$ cat src/rtl/inst_fetch_queue.sv
// inst_fetch_queue
//   Instruction fetch unit with a DEPTH-entry decoupling queue. Keeps one
//   request outstanding to the instruction cache, buffers returned
//   {address, instruction} pairs and presents the queue head to the decoder.
//   A ROB redirect empties the queue and restarts fetch at the new PC.
//
// Ports
//   clk_in, rst_in          clock, synchronous active-high reset
//   rdy_in                  global ready; low freezes all state
//   rob_clear_up/next_pc    redirect pulse and target
//   pc, start_fetch         registered fetch address and request level
//   fetch_ready, inst,      cache response strobe and payload
//   inst_addr
//   pc_predictor_next_pc    predicted successor of the returning instruction
//   start_decode,           queue head valid and contents (0 when empty)
//   inst_out, inst_addr_out
//   issue_signal            decoder consumed the head
//   overflow_err            sticky: response arrived while full with no pop
module inst_fetch_queue #(
  parameter int DEPTH = 4,
  parameter int XLEN = 32,
  parameter logic [XLEN-1:0] RESET_PC = '0
) (
  input  logic            clk_in,
  input  logic            rst_in,
  input  logic            rdy_in,
  input  logic            rob_clear_up,
  input  logic [XLEN-1:0] rob_next_pc,
  output logic [XLEN-1:0] pc,
  output logic            start_fetch,
  input  logic            fetch_ready,
  input  logic [XLEN-1:0] inst,
  input  logic [XLEN-1:0] inst_addr,
  input  logic [XLEN-1:0] pc_predictor_next_pc,
  output logic            start_decode,
  output logic [XLEN-1:0] inst_addr_out,
  output logic [XLEN-1:0] inst_out,
  input  logic            issue_signal,
  output logic            overflow_err
);

  localparam int AW = $clog2(DEPTH);
  localparam int CW = AW + 1;
  localparam logic [CW-1:0] FULL_CNT = CW'(DEPTH);

  logic [XLEN-1:0] r_addr_q [DEPTH];
  logic [XLEN-1:0] r_inst_q [DEPTH];
  logic [AW-1:0]   r_head;
  logic [AW-1:0]   r_tail;
  logic [CW-1:0]   r_count;
  logic [XLEN-1:0] r_pc;
  logic            r_start_fetch;
  logic            r_overflow;

  logic            w_full;
  logic            w_empty;
  logic            w_pop;
  logic            w_push;
  logic            w_drop;
  logic [CW-1:0]   w_count_next;

  assign w_full  = (r_count == FULL_CNT);
  assign w_empty = (r_count == '0);
  assign w_pop   = issue_signal && !w_empty;
  // A pop in the same cycle frees the slot, so a push into a full queue is legal then.
  assign w_push  = fetch_ready && (!w_full || w_pop);
  assign w_drop  = fetch_ready && w_full && !w_pop;

  always_comb begin
    w_count_next = r_count;
    if (w_push && !w_pop) begin
      w_count_next = r_count + CW'(1);
    end else if (w_pop && !w_push) begin
      w_count_next = r_count - CW'(1);
    end
  end

  always_ff @(posedge clk_in) begin
    if (rst_in) begin
      r_head        <= '0;
      r_tail        <= '0;
      r_count       <= '0;
      r_pc          <= RESET_PC;
      r_start_fetch <= 1'b1;
      r_overflow    <= 1'b0;
    end else if (rdy_in) begin
      if (rob_clear_up) begin
        // The cache is flushed by the same pulse, so any response this cycle is stale.
        r_head        <= '0;
        r_tail        <= '0;
        r_count       <= '0;
        r_pc          <= rob_next_pc;
        r_start_fetch <= 1'b1;
      end else begin
        if (w_push) begin
          r_tail <= r_tail + AW'(1);
          r_pc   <= pc_predictor_next_pc;
        end
        if (w_pop) begin
          r_head <= r_head + AW'(1);
        end
        if (w_drop) begin
          r_overflow <= 1'b1;
        end
        r_count       <= w_count_next;
        r_start_fetch <= (w_count_next < FULL_CNT);
      end
    end
  end

  // Entry storage needs no reset: contents are only visible while count > 0.
  always_ff @(posedge clk_in) begin
    if (!rst_in && rdy_in && !rob_clear_up && w_push) begin
      r_addr_q[r_tail] <= inst_addr;
      r_inst_q[r_tail] <= inst;
    end
  end

  assign pc            = r_pc;
  assign start_fetch   = r_start_fetch;
  assign overflow_err  = r_overflow;
  assign start_decode  = !w_empty;
  assign inst_addr_out = w_empty ? '0 : r_addr_q[r_head];
  assign inst_out      = w_empty ? '0 : r_inst_q[r_head];

endmodule

$ cat config.mk
export PLATFORM = sky130hd
export DESIGN_NAME = inst_fetch_queue
export DESIGN_NICKNAME = d
export VERILOG_FILES = /design/src/rtl/inst_fetch_queue.sv
export SDC_FILE = /design/constraint.sdc
export NUM_CORES = 1
export LEC_CHECK = 0
export CAP_MARGIN = 20
export CORE_MARGIN = 1.5
export CORE_UTILIZATION = 44
export DETAILED_ROUTE_END_ITERATION = 8
export GPL_TIMING_DRIVEN = 0
export PLACE_DENSITY = 0.7
export SLEW_MARGIN = 20
export SYNTH_ARGS = -nofsm -noshare
export SYNTH_HDL_FRONTEND = slang
export SYNTH_SLANG_ARGS = --single-unit
$ cat constraint.sdc
create_clock -name clk_in -period 4 [get_ports clk_in]
set_input_delay 0.4 -clock clk_in [delete_from_list [all_inputs] [get_ports clk_in]]
set_output_delay 0.4 -clock clk_in [all_outputs]
set_load 0.03 [all_outputs]
==> summary.md <==
| Metric | Value |
|---|---|
| Final setup margin | 324 ps |
| Vias in the first global route | 6910 |
| Flops & latches, synth | 299 |
| Chip width | 168 um |
| DR top layer | met4 |
| First-pass GRT wire length | 38100 um |
| Wl on met1 | 10500 um |
| Antenna cells | 0 |
| Ports | 233 |
| Routed wl met2 | 12300 um |
| Net count after synthesis | 772 |
| Post-route DRC | 0 |
| Syn Inst Count | 631 |
| Most common cell after layout, fill and taps aside | edfxtp_1 |
| Clk slew on worst S/H paths | 60 ps |
| DR WL met3 | 1820 um |
| Syn avg cell area | 18.9 sq um |
| Kind of critical path | reg -> out |
| CP Capture Type | primary output |
| Critical path startpoint category | register |
| CP required | 3600 ps |
| Multi-input combinational cell area | 0.00315 sq mm |
| Count of final setup violators | 0 |
| Worst vdd ir | 0.000378 V |
| Clock tree buffer depth | 3 |
| Fraction of registers with async set/reset | 0% |
| CTS tree | done |
| Filler cells | 2010 |
| Sequential share of the synthesized area | 71.6% |
| Sink Count | 299 |
| Clock period minus worst slack | 3680 ps |
| Post-Syn Area | 0.0119 sq mm |
| Core footprint | 0.0268 sq mm |
| Tightest Hold Check Type | in -> reg |
| Total setup buffers inserted after CTS | 0 |
| Total gr overflow | 0 |
| Ys Warns | 0 |
| Initial Utilization | 44.5% |
| R2r setup slk | 1560 ps |
| HPWL Detailed | 16300 um |
| Post-synth top flop | edfxtp_1 |
| Final hold violations | 0 |
| Root buffer cell | clkbuf_16 |
| Final WL | 24900 um |
| Area growth syn-to-layout | 31.8% |
| Share of cells above drive strength 1 | 18.9% |
| Port-buffer cells | 230 |
| Clock Latency Late Sink | 550 ps |
| Slew HR | 51.0% |
| CP Max Fanout | 10 |
| H-Tree Depth | 1 |
| Post-DRT Antenna Nets | 0 |
| Seq. cell area | 0.00855 sq mm |
| PostCTS Resize Cnt | 0 |
| Initial antenna violation count | 0 |
| Vias/cell | 5.25 |
| Worst Tran Pin Value | 735 ps |
| Yosys cell types | 42 |
| Max Slew Vio Count | 0 |
| Via count | 6621 |
| Die Area | 0.0281 sq mm |
| Drt first pass iters | 4 |
| Data arrival, critical path | 3280 ps |
| Number of synthesized flops with an enable pin | 256 |
| Max Cap Viol | 0 |
| WL/cell | 19.7 um |
| Leakage | 5.18 nW |
| Tcrit/Tclk final | 91.9% |
| Max frequency | 272 MHz |
| Clk_skew | 10.9 ps |
| Gpl congestion | 0.780 |
| PwrDens | 424 mW/mm^2 |
| RSZ-0062 raised after global routing | false |
| Standard-cell rows | 60 |
| Total GRT Usage | 17.5% |
| Hold_buf cts | 0 |
| Commonest non-fill, non-tap cells in the layout | edfxtp_1 (256), clkdlybuf4s50_1 (230), and2_1 (66), mux4_2 (64), dfxtp_1 (43) |
| Number of DRC markers in iteration 0 | 359 |
| Die height | 168 um |
| Pre-CTS setup slack | 617 ps |
| Setup_tns | 0 ps |
| Cts bufs inserted | 30 |
| Total Nets Final | 1038 |
| Largest net degree at the start of global routing | 41 |
| Utilization after layout | 58.7% |
| Status | finished clean |
==> worst max-delay path: stages, from the launching register on <==
cell and delay, ps:
dfxtp_1 380, inv_1 80, ha_1 280, and2b_1 220, inv_1 320, buf_4 260
clkbuf_2 270, and2_1 220, clkdlybuf4s50_1 690
==> state kept, by name, summed over array words and instances (netlist names), named ones only <==
| signal | cells |
|---|---|
| r_addr_q | 128 |
| r_inst_q | 128 |
| pc | 32 |
| r_count | 3 |
| r_head | 2 |
| r_tail | 2 |
| overflow_err | 1 |
| start_fetch | 1 |
==> per-stage QoR <==
stage	std cells	total power [W]	hold slack, ps	area, sq um
6_report	1262	0.00667	297	15700
5_1_grt	1262	0.00690	304	15700
4_1_cts	1262	0.00675	266	15700
3_5_place_dp	1206	0.00409	462	14800
3_3_place_gp	1202	0.00409	450	14700
2_1_floorplan	631	0.00379	449	11900
==> cell type report <==
class | instances | share of cell area, %
sequential | 299 | 54.3
multi-input combinational | 280 | 20.0
timing repair buffer | 234 | 15.3
clock buffer | 34 | 4.87
tap | 341 | 2.71
buffer | 43 | 1.37
clock inverter | 22 | 1.13
inverter | 9 | 0.215
==> cell families after synthesis <==
| group | Yosys count | share of synthesized area, % |
|---|---|---|
| compound gates | 89 | 6.17 |
| fa+ha+maj | 7 | 0.734 |
| buf+inv | 52 | 2.07 |
| flops | 299 | 71.6 |
| mux | 97 | 14.8 |
| simple gates | 87 | 4.56 |
==> synthesized netlist by cell type, drive strengths merged, types with 2 or more instances <==
cell	number	share of area [%]
a311oi	2	0.15
o21ai	2	0.084
and2	70	3.7
nor3	2	0.084
buf	19	1.0
mux4	64	12
clkbuf	24	0.75
ha	7	0.73
mux2i	33	2.8
edfxtp	256	64
a21oi	35	1.5
a211oi	33	3.3
dfxtp	43	7.2
and3	2	0.10
nor2b	3	0.16
inv	9	0.28
o211ai	2	0.13
nor2	2	0.063
a21o	3	0.19
nand3b	2	0.16
==> path summary, 6_finish.rpt <==
kind / start / end / cells after the start
max: r_count[0]$_SDFFE_PP0P_ / inst_out[13] / 8
max reg2reg: r_count[0]$_SDFFE_PP0P_ / r_inst_q[2][14]$_DFFE_PP_ / 7
min reg2reg: overflow_err$_SDFFE_PP0P_ / overflow_err$_SDFFE_PP0P_ / 1
min: fetch_ready / r_tail[1]$_SDFFE_PP0P_ / 3
==> layer usage <==
layer  vias to the layer above  global-route usage (%)
met3                        25                    4.73
met5                         -                       0
met4                         0                    3.25
li1                       3067                       -
met1                      3320                    22.1
met2                       209                    30.6
==> report_power, final <==
group / switching, W / internal, W / leakage [nW]
Sequential: 0.0000176 / 0.00342 / 2.66
Clock: 0.00114 / 0.00151 / 0.470
Combinational: 0.000294 / 0.000287 / 2.05
No activity file was read; power rests on OpenSTA's default activity.
